**config.mk**
```make
export PLATFORM = sky130hd
export DESIGN_NAME = cp0_exc_ctrl
export DESIGN_NICKNAME = d
export VERILOG_FILES = /design/src/rtl/cp0_exc_ctrl.sv
export SDC_FILE = /design/constraint.sdc
export NUM_CORES = 1
export LEC_CHECK = 0
export ABC_AREA = 1
export BUFFER_PORTS_ARGS = -buffer_cell sky130_fd_sc_hd__buf_2
export CORE_MARGIN = 5
export CORE_UTILIZATION = 56
export DETAILED_ROUTE_END_ITERATION = 10
export PLACE_DENSITY = 0.88
export SYNTH_ARGS = -nofsm -noshare
export SYNTH_HDL_FRONTEND = slang
export SYNTH_SLANG_ARGS = --single-unit
```
**constraint.sdc**
```tcl
create_clock -name clk -period 2.9 [get_ports clk]
set_clock_uncertainty 0.2 [all_clocks]
set_input_delay 0.58 -clock clk [delete_from_list [all_inputs] [get_ports clk]]
set_output_delay 0.58 -clock clk [all_outputs]
set_load 0.01 [all_outputs]
```
**src/rtl/cp0_exc_ctrl.sv**
```systemverilog
// CP0 register file and MEM-stage exception controller with Count/Compare timer.
// Optional CP0_BADVADDR_EN adds BadVAddr (reg 8), badvaddr_i and the AdES request bit.
module cp0_exc_ctrl #(
  parameter int          NUM_HW_INT = 6,
  parameter int          TIMER_DIV  = 2,
  parameter logic [31:0] EXC_VECTOR = 32'h0000_0040,
  parameter logic [31:0] PRID_VAL   = 32'h0000_4802
) (
  input  logic                  clk,
  input  logic                  rst,
  input  logic                  we_i,
  input  logic [4:0]            waddr_i,
  input  logic [31:0]           wdata_i,
  input  logic [4:0]            raddr_i,
  output logic [31:0]           rdata_o,
  input  logic [NUM_HW_INT-1:0] int_i,
  input  logic                  commit_valid_i,
`ifdef CP0_BADVADDR_EN
  input  logic [6:0]            exc_req_i,
  input  logic [31:0]           badvaddr_i,
`else
  input  logic [5:0]            exc_req_i,
`endif
  input  logic [31:0]           exc_pc_i,
  input  logic                  exc_delayslot_i,
  output logic                  flush_o,
  output logic [31:0]           new_pc_o,
  output logic [31:0]           status_o,
  output logic [31:0]           cause_o,
  output logic [31:0]           epc_o,
  output logic                  timer_int_o
);

  logic [31:0] count_q, compare_q, status_q, epc_q, presc_q;
  logic [4:0]  excode_q;
  logic [1:0]  ip_sw_q;
  logic        bd_q, timer_q;
`ifdef CP0_BADVADDR_EN
  logic [31:0] badvaddr_q;
`endif

  // Hardware IP lines are sampled live; lines beyond NUM_HW_INT read 0.
  logic [5:0] hw_line;
  for (genvar g = 0; g < 6; g++) begin : g_hw
    if (g < NUM_HW_INT) begin : g_on
      assign hw_line[g] = int_i[g];
    end else begin : g_off
      assign hw_line[g] = 1'b0;
    end
  end

  logic [7:0] ip;
  assign ip = {hw_line[5] | timer_q, hw_line[4:0], ip_sw_q};

  logic [31:0] cause_val;
  assign cause_val = {bd_q, 15'b0, ip, 1'b0, excode_q, 2'b00};

  logic int_pend, exc_take, eret_take, flush_core, wr;
  logic [4:0] code;
  assign int_pend = status_q[0] & ~status_q[1] & |(ip[7:2] & status_q[15:10]);

  always_comb begin
    exc_take  = 1'b0;
    eret_take = 1'b0;
    code      = 5'd0;
    if (commit_valid_i) begin
      exc_take = 1'b1;
      if (int_pend)          code = 5'd0;
      else if (exc_req_i[0]) code = 5'd4;
      else if (exc_req_i[1]) code = 5'd10;
      else if (exc_req_i[2]) code = 5'd8;
      else if (exc_req_i[3]) code = 5'd13;
      else if (exc_req_i[4]) code = 5'd12;
`ifdef CP0_BADVADDR_EN
      else if (exc_req_i[6]) code = 5'd5;
`endif
      else begin
        exc_take  = 1'b0;
        eret_take = exc_req_i[5];
      end
    end
  end

  assign flush_core = exc_take | eret_take;
  assign wr         = we_i & ~flush_core;
  assign flush_o    = ~rst & flush_core;
  assign new_pc_o   = rst ? 32'h0 : exc_take ? EXC_VECTOR : eret_take ? epc_q : 32'h0;

  // Forwarded MTC0 data only exposes what the write would actually store.
  logic        fwd;
  logic [31:0] fwd_mask, reg_val;
  always_comb begin
    fwd_mask = 32'h0;
    reg_val  = 32'h0;
    case (raddr_i)
      5'd9:  begin reg_val = count_q;   fwd_mask = 32'hFFFF_FFFF; end
      5'd11: begin reg_val = compare_q; fwd_mask = 32'hFFFF_FFFF; end
      5'd12: begin reg_val = status_q;  fwd_mask = 32'hFFFF_FFFF; end
      5'd13: begin reg_val = cause_val; fwd_mask = 32'h0000_0300; end
      5'd14: begin reg_val = epc_q;     fwd_mask = 32'hFFFF_FFFF; end
      5'd15: reg_val = PRID_VAL;
`ifdef CP0_BADVADDR_EN
      5'd8:  reg_val = badvaddr_q;
`endif
      default: reg_val = 32'h0;
    endcase
  end
  assign fwd     = we_i & (waddr_i == raddr_i) & (fwd_mask != 32'h0);
  assign rdata_o = rst ? 32'h0 : fwd ? (wdata_i & fwd_mask) : reg_val;

  always_ff @(posedge clk) begin
    if (rst) begin
      count_q   <= 32'h0;
      compare_q <= 32'h0;
      status_q  <= 32'h1000_0000;
      epc_q     <= 32'h0;
      presc_q   <= 32'h0;
      excode_q  <= 5'd0;
      ip_sw_q   <= 2'b00;
      bd_q      <= 1'b0;
      timer_q   <= 1'b0;
`ifdef CP0_BADVADDR_EN
      badvaddr_q <= 32'h0;
`endif
    end else begin
      if (wr && waddr_i == 5'd9) begin
        count_q <= wdata_i;
        presc_q <= 32'h0;
      end else if (presc_q == 32'(TIMER_DIV - 1)) begin
        count_q <= count_q + 32'd1;
        presc_q <= 32'h0;
      end else begin
        presc_q <= presc_q + 32'd1;
      end

      if (wr && waddr_i == 5'd11) begin
        compare_q <= wdata_i;
        timer_q   <= 1'b0;
      end else if (count_q == compare_q && compare_q != 32'h0) begin
        timer_q <= 1'b1;
      end

      if (wr && waddr_i == 5'd12) status_q <= wdata_i;
      if (wr && waddr_i == 5'd13) ip_sw_q  <= wdata_i[9:8];
      if (wr && waddr_i == 5'd14) epc_q    <= wdata_i;

      if (exc_take) begin
        excode_q    <= code;
        status_q[1] <= 1'b1;
        if (!status_q[1]) begin
          epc_q <= exc_pc_i - (exc_delayslot_i ? 32'd4 : 32'd0);
          bd_q  <= exc_delayslot_i;
        end
`ifdef CP0_BADVADDR_EN
        if (code == 5'd4 || code == 5'd5) badvaddr_q <= badvaddr_i;
`endif
      end else if (eret_take) begin
        status_q[1] <= 1'b0;
      end
    end
  end

  assign status_o    = status_q;
  assign cause_o     = cause_val;
  assign epc_o       = epc_q;
  assign timer_int_o = timer_q;

endmodule

```
# ---- Word level (Yosys, flattened, before mapping)
# Cells that the tools add are included.
dict set report op_classes {
  mux 37
  add_sub_neg 3
  eq_ne 14
  reduce_logical 15
  bitwise 13
}
# operator n
set op_table {}
lappend op_table {{32-bit 2-to-1 mux} 10}
lappend op_table {{32-bit case mux with 6 select lines} 1}
lappend op_table {{32-bit by 1-bit adder with 32-bit output, second input constant} 2}
lappend op_table {{32-bit case mux with 2 select lines} 1}
lappend op_table {{32-bit nonzero test} 2}
lappend op_table {{5-bit by 4-bit equality test with 1-bit output, second input constant} 11}
lappend op_table {{32-bit AND} 1}
lappend op_table {{32-bit by 1-bit equality test with 1-bit output, second input constant} 1}
lappend op_table {{32-bit equality test} 1}
lappend op_table {{32-bit by 3-bit subtractor with 32-bit output} 1}
lappend op_table {{4-bit 2-to-1 mux} 7}
lappend op_table {{1-bit 2-to-1 mux} 16}
lappend op_table {{1-bit AND} 6}
lappend op_table {{6-bit AND} 1}
lappend op_table {{1-bit logical AND} 6}
lappend op_table {{6-bit OR reduction} 1}
lappend op_table {{5-bit equality test} 1}
lappend op_table {{4-bit OR reduction} 1}
lappend op_table {{3-bit 2-to-1 mux} 1}
lappend op_table {{1-bit inverter} 3}
lappend op_table {{3-bit nonzero test} 1}
lappend op_table {{3-bit OR reduction} 1}
lappend op_table {{2-bit 2-to-1 mux} 1}
lappend op_table {{1-bit OR} 2}
lappend op_table {{other kinds (3)} 3}
dict set report word_totals {
  inputBits 91
  wordCells 92
  regBits 169
}

# ---- Longest topological paths before layout
dict set report depth {
  depth_word 14
  mapped_depth 15
  mapped_depth_nobuf 14
}

# ---- Worst setup path after synthesis
# Ideal clock, no wire load.
dict set report synth_path {
  kind {input to output}
  from {input raddr_i[1]}
  to {output rdata_o[8]}
  n_path_buf 3
  arrival_time_ns 1.936
  path_slack_ns 0.184
  required_ns 2.120
  path_stages 10
  cell_sequence {clkbuf_1 > inv_1 > nand2_1 > a21oi_1 > nand2_1 > nor3_1 > nand2_1 > buf_2 > buf_2 > a211oi_1}
}
dict set report synth_between {
  elab_chain_cells 7
}
# element line_no
set synth_lines {}
lappend synth_lines {{from (decl)} 14} ;# input logic [4:0] raddr_i,
lappend synth_lines {{5-bit by 4-bit equality test with 1-bit output} 95} ;# case (raddr_i)
lappend synth_lines {{4-bit OR reduction (no source line)} -}
lappend synth_lines {{32-bit case mux with 2 select lines} 95}
lappend synth_lines {{32-bit nonzero test} 108} ;# assign fwd = we_i & (waddr_i == raddr_i) & (fwd_mask != 32'h0);
lappend synth_lines {{1-bit AND} 108}
lappend synth_lines {{32-bit 2-to-1 mux * (2 in a row)} 109} ;# assign rdata_o = rst ? 32'h0 : fwd ? (wdata_i & fwd_mask) : reg_val;
lappend synth_lines {{to (decl)} 15} ;# output logic [31:0] rdata_o,
# Mark *: on every way between the ends. The rest lies on a longest branch, timed or not.

# ---- Worst setup path after layout
dict set report layout_path {
  from {input raddr_i[0]}
  to {output rdata_o[3]}
}
# The elaborated chain is that of the path after synthesis.

==> impl_metrics.toml <==
[worst_setup_path]
worst-path-buf-inv = 5
timing.critical_path.from_type = "input pin"
critical_path.reg2reg.endpoint = "presc_q[26]$_SDFF_PP0_"
cp-startpoint = "raddr_i[0]"
slowest_stage = "nor3_4"
longest_individual_stage_delay_on_the_worst_path_ns = 0.26
regToRegStartpoint = "presc_q[0]$_SDFF_PP0_"
crit_path_arrival_time_ns = 2.12
ff2ff_path_depth = 10
worstSetupPathType = "input pin to output port"
timing.critical_path.max_delay_family = "simple AND/OR/NAND/NOR gates"
worstPathCellList = "buf_8, buf_12, o22ai_2, nor2_1, nand2_1, nor3_4, nand2_4, buf_6, buf_12, o211ai_1, nand2_1, nor2_1, buf_2"
path_max_fanout = 6
regToRegSetupSlack_ns = 0.49
worst-endpoint-required_ns = 2.12
worst_setup_path_end_kind = "output port"

[floorplanning]
core.rowCount = 53
core_area_um2 = 21020
num_io_pins = 253
initial_core_util = 0.5681
chipHeight_um = 156.0
dieArea_um2 = 24350
floorplan.die.width_um = 156.0

[global_route]
grt_start_max_net_pins = 66
grt_overflow = 0
grt_pass1_vias = 13940
gr-usage-all-layers = 0.3842
grt_first_pass_wirelength_mm = 74.98
antenna_found_initial = 0

[clock_network]
postCtsHoldBufs = 0
cts.sink_count = 168
clockBufferDepth = 2
root_buffer_cell = "clkbuf_16"
cts-buffers-inserted = 17
cts_tree = "done"
path_clk_slew_ns = 0.08
clock_tree.htree_level_count = 4
worst_skew_pair.late_latency_ns = 0.44

[route]
drt_pass1_iterations = 11
drt_iter0_markers = 2114
drc = 1
vias = 15100
post_drt_via_cell_ratio = 5.840
route.detailed.wl_per_inst_um = 19.33
wirelength_mm = 49.99
drt.antenna.violating_nets = 0

[sta]
worst_slack_ns = 0.001514
final_min_period_over_clock_period = 0.9995
fmax_mhz = 345.0
finalSetupViolCount = 0
grt_setup_unrepaired = "yes"
timing.final.crit_period_ns = 2.898
timing.final.hold_violations = 0
relSlewSlack = 0.5056
post_route_setup_tns_ns = 0
timing.final.max_slew_violations = 0
timing_worst_slew_pin_value_ns = 0.7416
fin_worst_hold_slack_ns = 0.2190

[outcome]
violations = "design-rule violations"
outcome = "complete, but fails checks"

[min_path]
hold-path-endpoint = "excode_q[1]$_SDFFE_PP0N_"
hold_path_class = "input pin to register"
holdCritStartpoint = "exc_req_i[1]"
min_path_cells = 3

[synth]
synth_cell_types = 47
syn_inst = 2038
yosys.area_share.xor_xnor = 0.03153
main_combinational_cell_family_by_area_after_synthesis = "simple AND/OR/NAND/NOR gates"
ys_seq_elements = 168
ys.warnings.count = 0
synthAdderAreaFrac = 0.005238
yosys.area_share.simple = 0.4374
synth_compound_area_frac = 0.1105
synth.mux.area_fraction = 0
seq_area_frac_synth = 0.2816
netlist_area_um2 = 11940
postSynthAreaPerCell_um2 = 5.860

[finish]
nets = 2394
layout-area-overhead-vs-synth_pct = 25.86
fillCellCount = 1865
drive_above_1_share = 0.2003
antennaDiodeCount = 0
post-route-util = 0.7150

[power_and_ir_drop]
static-leakage-power_nw = 7.113
worst_ir_drop_vdd_mv = 0.2719
p_total_mw = 5.758
pwr_per_cell_area_nw_per_um2 = 383.1

[place]
hpwlAfterDp_mm = 37.69
pre_cts_slack_ns = -0.1949
gp_congestion = 1.035
numPortBuffers = 233

[flow_run]
maxCapViolCount = 0
## worst max-delay path by stage
stage,slack [ns],cells past startpoint,endpoint
CTS,0.005,13,rdata_o[3]
finish,0.002,13,rdata_o[3]
global route,-0.06,10,new_pc_o[24]
floorplan,0.18,10,rdata_o[8]
global placement,-0.18,12,rdata_o[7]
detailed placement,-0.19,12,rdata_o[7]
## worst reg2reg max path, cell delays in order, from the launching register on
cell and delay, ns:
dfxtp_1 0.38, ha_1 0.19, nand2_1 0.06, inv_1 0.11, nand3b_1 0.16, nor2_1 0.31
nand3_2 0.17, nor2_4 0.21, nand3_2 0.15, o21ai_0 0.21, nor3b_2 0.19
## power by group
part,total [mW],switching [mW],internal [mW]
registers,2.46,0.0887,2.37
clock network,2.34,1.17,1.17
logic,0.965,0.635,0.330
total,5.76,1.89,3.87
## cell type report
class / count / area [um^2] / share of cell area
multi-input cells: 1516 / 7295 / 0.4853
flip-flops and latches: 168 / 3367 / 0.2240
repair buffers: 344 / 2461 / 0.1637
inverters: 251 / 962.2 / 0.06401
clock buffers: 17 / 425.4 / 0.02830
well taps: 275 / 344.1 / 0.02289
clock inverters: 15 / 176.4 / 0.01174
## Yosys cell counts, drive strengths merged
cell type	n	share of area
a211oi	3	0.0019
a21oi	118	0.049
a22oi	1	0.00063
a31oi	18	0.0094
a41oi	1	0.00073
and2	2	0.0010
and3	1	0.00052
buf	79	0.041
clkbuf	42	0.013
clkinv	1	0.00031
conb	1	0.00031
dfxtp	168	0.28
ha	5	0.0052
inv	250	0.079
nand2	553	0.18
nand3	210	0.090
nand3b	6	0.0041
nand4	47	0.026
nor2	303	0.098
nor3	60	0.026
nor3b	4	0.0034
nor4	14	0.0084
o211ai	4	0.0025
o21ai	60	0.025
o221ai	1	0.00073
o22ai	37	0.019
o31ai	1	0.00063
or2	5	0.0026
xnor2	16	0.012
xor2	27	0.020
## cell families after synthesis
family / after synthesis
AND/OR/NAND/NOR: 1205
buffers and inverters: 372
AO/OA/AOI/OAI: 244
flip-flops: 168
XOR/XNOR: 43
adder cells (fa/ha/maj): 5
other: 1
## flip-flops by register name (all words and copies together) (netlist names)
register and count:
epc_o 32, timer_int_o 1, ip_sw_q 2, count_q 32
status_o 32, excode_q 4, bd_q 1, compare_q 32
presc_q 32
## cell usage in the layout (no fill, tap or decap), drive strengths merged
cell,netlist,layout
nor2,303,303
and3,1,1
clkinv,1,9
nor3b,4,4
and2,2,2
nand3b,6,6
nor4,14,14
a22oi,1,1
conb,1,19
a21oi,118,118
nand2,553,553
o22ai,37,37
nor3,60,60
o211ai,4,4
o21ai,60,60
o221ai,1,1
xor2,27,27
ha,5,5
nand3,210,210
inv,250,257
a41oi,1,1
clkbuf,42,24
dfxtp,168,168
or2,5,5
buf,79,337
a31oi,18,18
o31ai,1,1
xnor2,16,16
a211oi,3,3
nand4,47,47
## per-stage QoR
stage / cells / area, um^2
final: 2586 / 15030
after global routing: 2586 / 15030
after CTS: 2574 / 14500
after detailed placement: 2541 / 13840
after global placement: 2541 / 13840
after floorplan: 2056 / 12010
## routing by layer
metal	track usage	vias to the layer above	share of wire
met3	0.06879	154	0.11
li1	-	7030	-
met5	0	-	0
met4	0.1463	0	0.043
met2	0.6270	1015	0.46
met1	0.5071	6904	0.38
## what timing repair did
action                     in CTS  in global routing
setup buffers                   1                  6
pin swaps                       4                 31
setup endpoints to repair      33                 55
resized for setup              15                103
gates cloned                    0                  8
No activity file was read; power rests on OpenSTA's default activity.
